==> config.mk <==
export PLATFORM = sky130hd
export DESIGN_NAME = ext_pipe_flat
export DESIGN_NICKNAME = d
export VERILOG_FILES = /design/src/rtl/ext_pkg.sv /design/src/rtl/ext_if.sv /design/src/rtl/ext_core.sv /design/src/rtl/ext_pipe.sv /design/src/flat_wrapper.sv
export SDC_FILE = /design/constraint.sdc
export NUM_CORES = 1
export LEC_CHECK = 0
export BUFFER_PORTS_ARGS = -buffer_cell sky130_fd_sc_hd__buf_2
export CORE_AREA = 2 2 106 108
export DETAILED_ROUTE_END_ITERATION = 8
export DIE_AREA = 0 0 108 110
export HOLD_SLACK_MARGIN = 0.12
export PLACE_DENSITY_LB_ADDON = 0.25
export REMOVE_ABC_BUFFERS = 1
export SETUP_SLACK_MARGIN = 0.5
export SLEW_MARGIN = 15
export SYNTH_ARGS = -nofsm -noshare
export SYNTH_HDL_FRONTEND = slang
export SYNTH_HIERARCHICAL = 1
export SYNTH_SLANG_ARGS = --single-unit
==> constraint.sdc <==
create_clock -name clk -period 1.5 [get_ports clk]
set_clock_uncertainty 0.1 [all_clocks]
set_input_delay 0.075 -clock clk [delete_from_list [all_inputs] [get_ports clk]]
set_output_delay 0.075 -clock clk [all_outputs]
set_load 0.1 [all_outputs]
==> src/rtl/ext_pkg.sv <==
// Shared definitions for the registered immediate/load extender.
// Build option EXT_LOAD_EN widens the mode field and adds byte/half load modes.
package ext_pkg;

`ifdef EXT_LOAD_EN
    localparam int unsigned EXT_MODE_W = 3;
`else
    localparam int unsigned EXT_MODE_W = 2;
`endif

    typedef logic [EXT_MODE_W-1:0] ext_mode_t;

    localparam ext_mode_t  EXT_ZERO = EXT_MODE_W'(0);
    localparam ext_mode_t  EXT_SIGN = EXT_MODE_W'(1);
    localparam ext_mode_t  EXT_HIGH = EXT_MODE_W'(2);
    localparam ext_mode_t  EXT_BR   = EXT_MODE_W'(3);
    localparam logic [2:0] EXT_LB   = 3'd4;
    localparam logic [2:0] EXT_LBU  = 3'd5;
    localparam logic [2:0] EXT_LH   = 3'd6;
    localparam logic [2:0] EXT_LHU  = 3'd7;

    // Encoded as {main_valid, skid_valid}
    typedef enum logic [1:0] {
        ST_EMPTY = 2'b00,
        ST_ONE   = 2'b10,
        ST_FULL  = 2'b11
    } ext_state_t;

endpackage

==> src/rtl/ext_if.sv <==
// Upstream/downstream handshake bundle of the extender pipe.
// Build option EXT_LOAD_EN adds in_boff.
interface ext_if
    import ext_pkg::*;
#(
    parameter int unsigned IN_W  = 16,
    parameter int unsigned OUT_W = 32
);
    logic             in_valid;
    logic             in_ready;
    logic [IN_W-1:0]  in_imm;
    ext_mode_t        in_mode;
`ifdef EXT_LOAD_EN
    logic [1:0]       in_boff;
`endif
    logic             out_valid;
    logic             out_ready;
    logic [OUT_W-1:0] out_data;

    modport master (
        output in_valid, in_imm, in_mode,
`ifdef EXT_LOAD_EN
        output in_boff,
`endif
        input  in_ready,
        input  out_valid, out_data,
        output out_ready
    );

    modport slave (
        input  in_valid, in_imm, in_mode,
`ifdef EXT_LOAD_EN
        input  in_boff,
`endif
        output in_ready,
        output out_valid, out_data,
        input  out_ready
    );
endinterface

==> src/rtl/ext_core.sv <==
// Combinational extension mode mux.
// Build option EXT_LOAD_EN adds byte/half load selection via boff.
module ext_core
    import ext_pkg::*;
#(
    parameter int unsigned IN_W  = 16,
    parameter int unsigned OUT_W = 32
) (
    input  logic [IN_W-1:0]  imm,
    input  ext_mode_t        mode,
`ifdef EXT_LOAD_EN
    input  logic [1:0]       boff,
`endif
    output logic [OUT_W-1:0] ext_c
);

    logic [OUT_W-1:0] zext;
    logic [OUT_W-1:0] sext;

    // Casts rather than replication so IN_W == OUT_W stays legal
    assign zext = OUT_W'(imm);
    assign sext = OUT_W'($signed(imm));

`ifdef EXT_LOAD_EN
    logic [7:0]  byte_sel;
    logic [15:0] half_sel;

    assign byte_sel = imm[{boff, 3'b000} +: 8];
    assign half_sel = imm[{boff[1], 4'b0000} +: 16];
`endif

    always_comb begin
        ext_c = zext;
        case (mode)
            EXT_ZERO: ext_c = zext;
            EXT_SIGN: ext_c = sext;
            EXT_HIGH: ext_c = zext << (OUT_W - IN_W);
            EXT_BR:   ext_c = sext << 2;
`ifdef EXT_LOAD_EN
            EXT_LB:   ext_c = OUT_W'($signed(byte_sel));
            EXT_LBU:  ext_c = OUT_W'(byte_sel);
            EXT_LH:   ext_c = OUT_W'($signed(half_sel));
            EXT_LHU:  ext_c = OUT_W'(half_sel);
`endif
            default:  ext_c = zext;
        endcase
    end

endmodule

==> src/rtl/ext_pipe.sv <==
// Registered immediate extender with a 2-entry skid buffer and flush.
// Build option EXT_LOAD_EN enables load-extension modes (requires IN_W == OUT_W >= 32).
module ext_pipe
    import ext_pkg::*;
#(
    parameter int unsigned IN_W  = 16,
    parameter int unsigned OUT_W = 32
) (
    input  logic clk,
    input  logic rst_n,
    input  logic flush,
    ext_if.slave bus
);

`ifdef EXT_LOAD_EN
    if (IN_W != OUT_W || OUT_W < 32) begin : g_bad_param
        $error("ext_pipe: EXT_LOAD_EN requires IN_W == OUT_W >= 32");
    end
`else
    if (IN_W < 2 || IN_W + 2 > OUT_W) begin : g_bad_param
        $error("ext_pipe: requires 2 <= IN_W <= OUT_W-2");
    end
`endif

    ext_state_t       state_q, state_nxt;
    logic             in_ready_q;
    logic             out_valid_q;
    logic [OUT_W-1:0] main_q;
    logic [OUT_W-1:0] skid_q;
    logic [OUT_W-1:0] ext_c;
    logic             acc, xfer;
    logic             load_main, load_skid, main_from_skid;

    ext_core #(.IN_W(IN_W), .OUT_W(OUT_W)) u_core (
        .imm   (bus.in_imm),
        .mode  (bus.in_mode),
`ifdef EXT_LOAD_EN
        .boff  (bus.in_boff),
`endif
        .ext_c (ext_c)
    );

    assign acc  = bus.in_valid && in_ready_q;
    assign xfer = out_valid_q && bus.out_ready;

    // Next state and data-path enables; flush overrides everything
    always_comb begin
        state_nxt      = state_q;
        load_main      = 1'b0;
        load_skid      = 1'b0;
        main_from_skid = 1'b0;
        if (flush) begin
            state_nxt = ST_EMPTY;
        end else begin
            unique case (state_q)
                ST_EMPTY: begin
                    if (acc) begin
                        load_main = 1'b1;
                        state_nxt = ST_ONE;
                    end
                end
                ST_ONE: begin
                    if (acc && xfer) begin
                        load_main = 1'b1;
                    end else if (acc) begin
                        load_skid = 1'b1;
                        state_nxt = ST_FULL;
                    end else if (xfer) begin
                        state_nxt = ST_EMPTY;
                    end
                end
                ST_FULL: begin
                    if (xfer) begin
                        main_from_skid = 1'b1;
                        state_nxt      = ST_ONE;
                    end
                end
                default: state_nxt = ST_EMPTY;
            endcase
        end
    end

    always_ff @(posedge clk or negedge rst_n) begin
        if (!rst_n) begin
            state_q     <= ST_EMPTY;
            in_ready_q  <= 1'b1;
            out_valid_q <= 1'b0;
        end else begin
            state_q     <= state_nxt;
            in_ready_q  <= (state_nxt != ST_FULL);
            out_valid_q <= (state_nxt != ST_EMPTY);
        end
    end

    // Data registers are left untouched by flush; only validity is squashed
    always_ff @(posedge clk or negedge rst_n) begin
        if (!rst_n) begin
            main_q <= '0;
            skid_q <= '0;
        end else begin
            if (load_main) begin
                main_q <= ext_c;
            end else if (main_from_skid) begin
                main_q <= skid_q;
            end
            if (load_skid) begin
                skid_q <= ext_c;
            end
        end
    end

    assign bus.in_ready  = in_ready_q;
    assign bus.out_valid = out_valid_q;
    assign bus.out_data  = main_q;

endmodule
==> src/flat_wrapper.sv <==
// flat-port wrapper written by rule: the top's interface ports become plain ports
module ext_pipe_flat import ext_pkg::*;
#(
    parameter int unsigned IN_W  = 16,
    parameter int unsigned OUT_W = 32
)
  (clk, rst_n, flush, bus_in_valid, bus_in_imm, bus_in_mode, bus_in_ready, bus_out_valid, bus_out_data, bus_out_ready);
  ext_if #(.IN_W(IN_W), .OUT_W(OUT_W)) bus_i ();
  input  logic clk;
  input  logic rst_n;
  input  logic flush;
  input wire logic [$bits(bus_i.in_valid)-1:0] bus_in_valid;
  input wire logic [$bits(bus_i.in_imm)-1:0] bus_in_imm;
  input wire logic [$bits(bus_i.in_mode)-1:0] bus_in_mode;
  output wire logic [$bits(bus_i.in_ready)-1:0] bus_in_ready;
  output wire logic [$bits(bus_i.out_valid)-1:0] bus_out_valid;
  output wire logic [$bits(bus_i.out_data)-1:0] bus_out_data;
  input wire logic [$bits(bus_i.out_ready)-1:0] bus_out_ready;
  assign bus_i.in_valid = bus_in_valid;
  assign bus_i.in_imm = bus_in_imm;
  assign bus_i.in_mode = bus_in_mode;
  assign bus_in_ready = bus_i.in_ready;
  assign bus_out_valid = bus_i.out_valid;
  assign bus_out_data = bus_i.out_data;
  assign bus_i.out_ready = bus_out_ready;
  ext_pipe #(.IN_W(IN_W), .OUT_W(OUT_W)) u_core (.clk(clk), .rst_n(rst_n), .flush(flush), .bus(bus_i));
endmodule
==> out/metrics.json <==
{
  "grt_start_max_net_pins": 69,
  "cts.sink_count": 68,
  "slew_violations": 0,
  "drt-vias-per-instance": 5.173,
  "cp.required_ps": 1640,
  "synth_edf_count": 0,
  "yosysWarnings": 6,
  "drt-initial-drc-count": 172,
  "timing_worst_slew_pin_value_ps": 379.3,
  "floorplan.die.width_um": 108,
  "yosysMostFrequentCell": "sky130_fd_sc_hd__dfrtp_1",
  "synthCells": 239,
  "core_area_um2": 10700,
  "cp_max_fo": 32,
  "cts_tree": "done",
  "cts.reportedPaths.clkPinSlew_ps": 90,
  "synth_area_leader_cell": "sky130_fd_sc_hd__dfrtp_1",
  "number_of_buffers_added_by_the_clock_tree_synthesis_step": 9,
  "grt_pass1_vias": 2553,
  "unrepaired_setup_endpoints_after_global_routing": "yes",
  "dr.pass1.iters": 4,
  "post_layout_minimum_cycle_time_ps": 1718,
  "io_buffers": 56,
  "die_area_um2": 11880,
  "hold_viol": 1,
  "static_power_due_to_leakage_uw": 0.002282,
  "async_flop_share_pct": 100.0,
  "clock_insertion_delay_worst_skew_ps": 350,
  "area_growth_pct": 47.38,
  "totalWireLength_um": 9181,
  "rows": 38,
  "fin_nets": 347,
  "number_of_vias_in_the_routed_layout": 2426,
  "setup.worst_path.start_class": "flip-flop",
  "slew_headroom_pct": 74.71,
  "run_status": "finished, violations left",
  "synthesis.area_um2": 3151,
  "arrival_time_at_the_worst_endpoint_ps": 1860,
  "clock_tree_root": "sky130_fd_sc_hd__clkbuf_8",
  "finish.utilization_pct": 43.40,
  "reg2reg_setup_slack_ps": -220,
  "critPathCaptureType": "flip-flop",
  "synth_sequential_area_ratio_pct": 54.05,
  "num_io_pins": 57,
  "layout-drive-gt1-share_pct": 44.98,
  "synthTopCellsByArea": "sky130_fd_sc_hd__dfrtp_1 (53%), sky130_fd_sc_hd__a221o_1 (10%), sky130_fd_sc_hd__mux2_2 (8.2%)",
  "drc": 0,
  "clock.fmax_mhz": 582.0,
  "synthesis.area_per_instance_um2": 13.18,
  "holdBufCountCts": 3,
  "violations": "negative hold slack, negative setup slack",
  "routedWlPerCell_um": 19.58,
  "hold_class": "input pin to flip-flop",
  "final-setup-viol-count": 64,
  "fin_worst_hold_slack_ps": -19.39,
  "start_util_pct": 29.45,
  "drv.max_cap_violation_count": 0,
  "gp_congestion": 0.6812,
  "track_usage_pct": 15.99,
  "globalRoute.totalOverflow": 0,
  "finalCritPeriodShare_pct": 114.5,
  "drt.antenna.violating_nets": 0,
  "dpl.hpwl_um": 4866,
  "power_density_nw_per_um2": 1556,
  "deepest_level_of_the_cts_h_tree": 3,
  "grt_pass1_wl_um": 14160,
  "post_layout_total_power_uw": 7226,
  "crit_type": "flip-flop to flip-flop",
  "initial_antenna_violation_count": 0,
  "fin_ws_ps": -218.2,
  "post_synth_most_frequent_cells": "sky130_fd_sc_hd__dfrtp_1 (67), sky130_fd_sc_hd__and3_1 (33), sky130_fd_sc_hd__a221o_1 (32)",
  "antenna_cells": 0,
  "synth.lib_cells_used.distinct": 32,
  "max-clock-path-buffers": 2,
  "vdd_drop_max_mv": 0.5340,
  "postSynthRegisterBits": 68,
  "synth-main-ff-cell": "sky130_fd_sc_hd__dfrtp_1",
  "synth_largest_type_area_fraction_pct": 53.22,
  "die_y_um": 110
}
-- layout by cell type, fill, tap and decap left out, types with 4 or more instances in the layout --
cell type / netlist / layout
sky130_fd_sc_hd__dfrtp_1: 67 / 63
sky130_fd_sc_hd__buf_12: 0 / 39
sky130_fd_sc_hd__and3_1: 33 / 33
sky130_fd_sc_hd__a221o_1: 32 / 32
sky130_fd_sc_hd__buf_4: 0 / 23
sky130_fd_sc_hd__mux2_2: 23 / 23
sky130_fd_sc_hd__buf_2: 8 / 22
sky130_fd_sc_hd__a22o_1: 14 / 14
sky130_fd_sc_hd__clkbuf_8: 0 / 10
sky130_fd_sc_hd__a21o_1: 10 / 10
sky130_fd_sc_hd__mux2_1: 9 / 9
sky130_fd_sc_hd__o32a_4: 1 / 4
sky130_fd_sc_hd__buf_6: 6 / 4
sky130_fd_sc_hd__a21oi_1: 4 / 4
sky130_fd_sc_hd__dfrtp_2: 0 / 4
sky130_fd_sc_hd__a21o_2: 4 / 4
-- flip-flops by register name, indices dropped and copies added (netlist names) --
name and cells:
u_core/bus.in_ready 1, u_core/bus.out_valid 1, u_core/state_q 2, u_core/skid_q 32, u_core/bus.out_data 32
-- critical path, stage by stage, from the launching register on --
cell                       delay, ps
sky130_fd_sc_hd__dfstp_2         560
sky130_fd_sc_hd__nand3b_4        150
sky130_fd_sc_hd__nand3b_1        240
sky130_fd_sc_hd__buf_12          210
sky130_fd_sc_hd__mux2_1          330
-- area by class of cell --
class | count | area [µm²]
Inverter | 2 | 11.26
Fill cell | 1000 | 6055
Sequential cell | 68 | 1708
Timing Repair Buffer | 91 | 1139
Multi-Input combinational cell | 152 | 1403
Clock inverter | 6 | 70.07
Tap cell | 140 | 175.2
Clock buffer | 10 | 137.6
-- cell families after synthesis --
| family | after synthesis | share of synthesized area, % |
|---|---|---|
| AOI/OAI and AO/OA | 68 | 19.54 |
| DFF | 68 | 54.05 |
| and+or+nand+nor | 48 | 10.29 |
| muxes | 33 | 11.76 |
| buffers and inverters | 22 | 4.368 |
-- final timing paths --
path / from / end / cells past startpoint
min reg2reg: u_core/skid_q[24] / u_core/skid_q[24] / 1
min: bus_out_ready / u_core/bus.in_ready / 3
max reg2reg: u_core/bus.in_ready / u_core/skid_q[23] / 4
max in group asynchronous: rst_n / u_core/bus.in_ready / 3
max: u_core/bus.in_ready / u_core/skid_q[23] / 4
min in group asynchronous: rst_n / u_core/bus.out_data[29] / 3
-- per-layer routing --
metal	track usage, %	vias to the layer above	part of all wire [%]
met5	0	-	0
met2	24.75	69	48
li1	-	1111	-
met4	6.136	0	1.2
met3	3.351	11	5.7
met1	22.07	1235	45
-- timing repair --
action                                 4_1_cts  5_1_grt
setup buffers                               17        2
setup endpoints to repair                  102      102
gates cloned                                 2        1
gates resized for setup                    137       11
pin swaps                                    3        4
endpoints found under the hold margin      134       61
-- through the flow --
stage                     TNS (ps)  setup WS [ps]  instance area, µm²  instances
final                       -11310         -218.2                4643        469
after global routing        -14530         -273.2                4643        469
after CTS                   -11860         -236.4                4574        466
after detailed placement    -10950         -266.8                3657        428
after global placement      -10340         -233.3                3657        428
after floorplan             -73670          -1206                3020        219
-- report_power, final --
part           switching (µW)  total, µW  internal [µW]
combinational            1780       3020           1240
sequential                321       2590           2270
clock                     784       1620            832
total                    2880       7230           4340
Note: power is estimated with default switching activity, not from simulation.
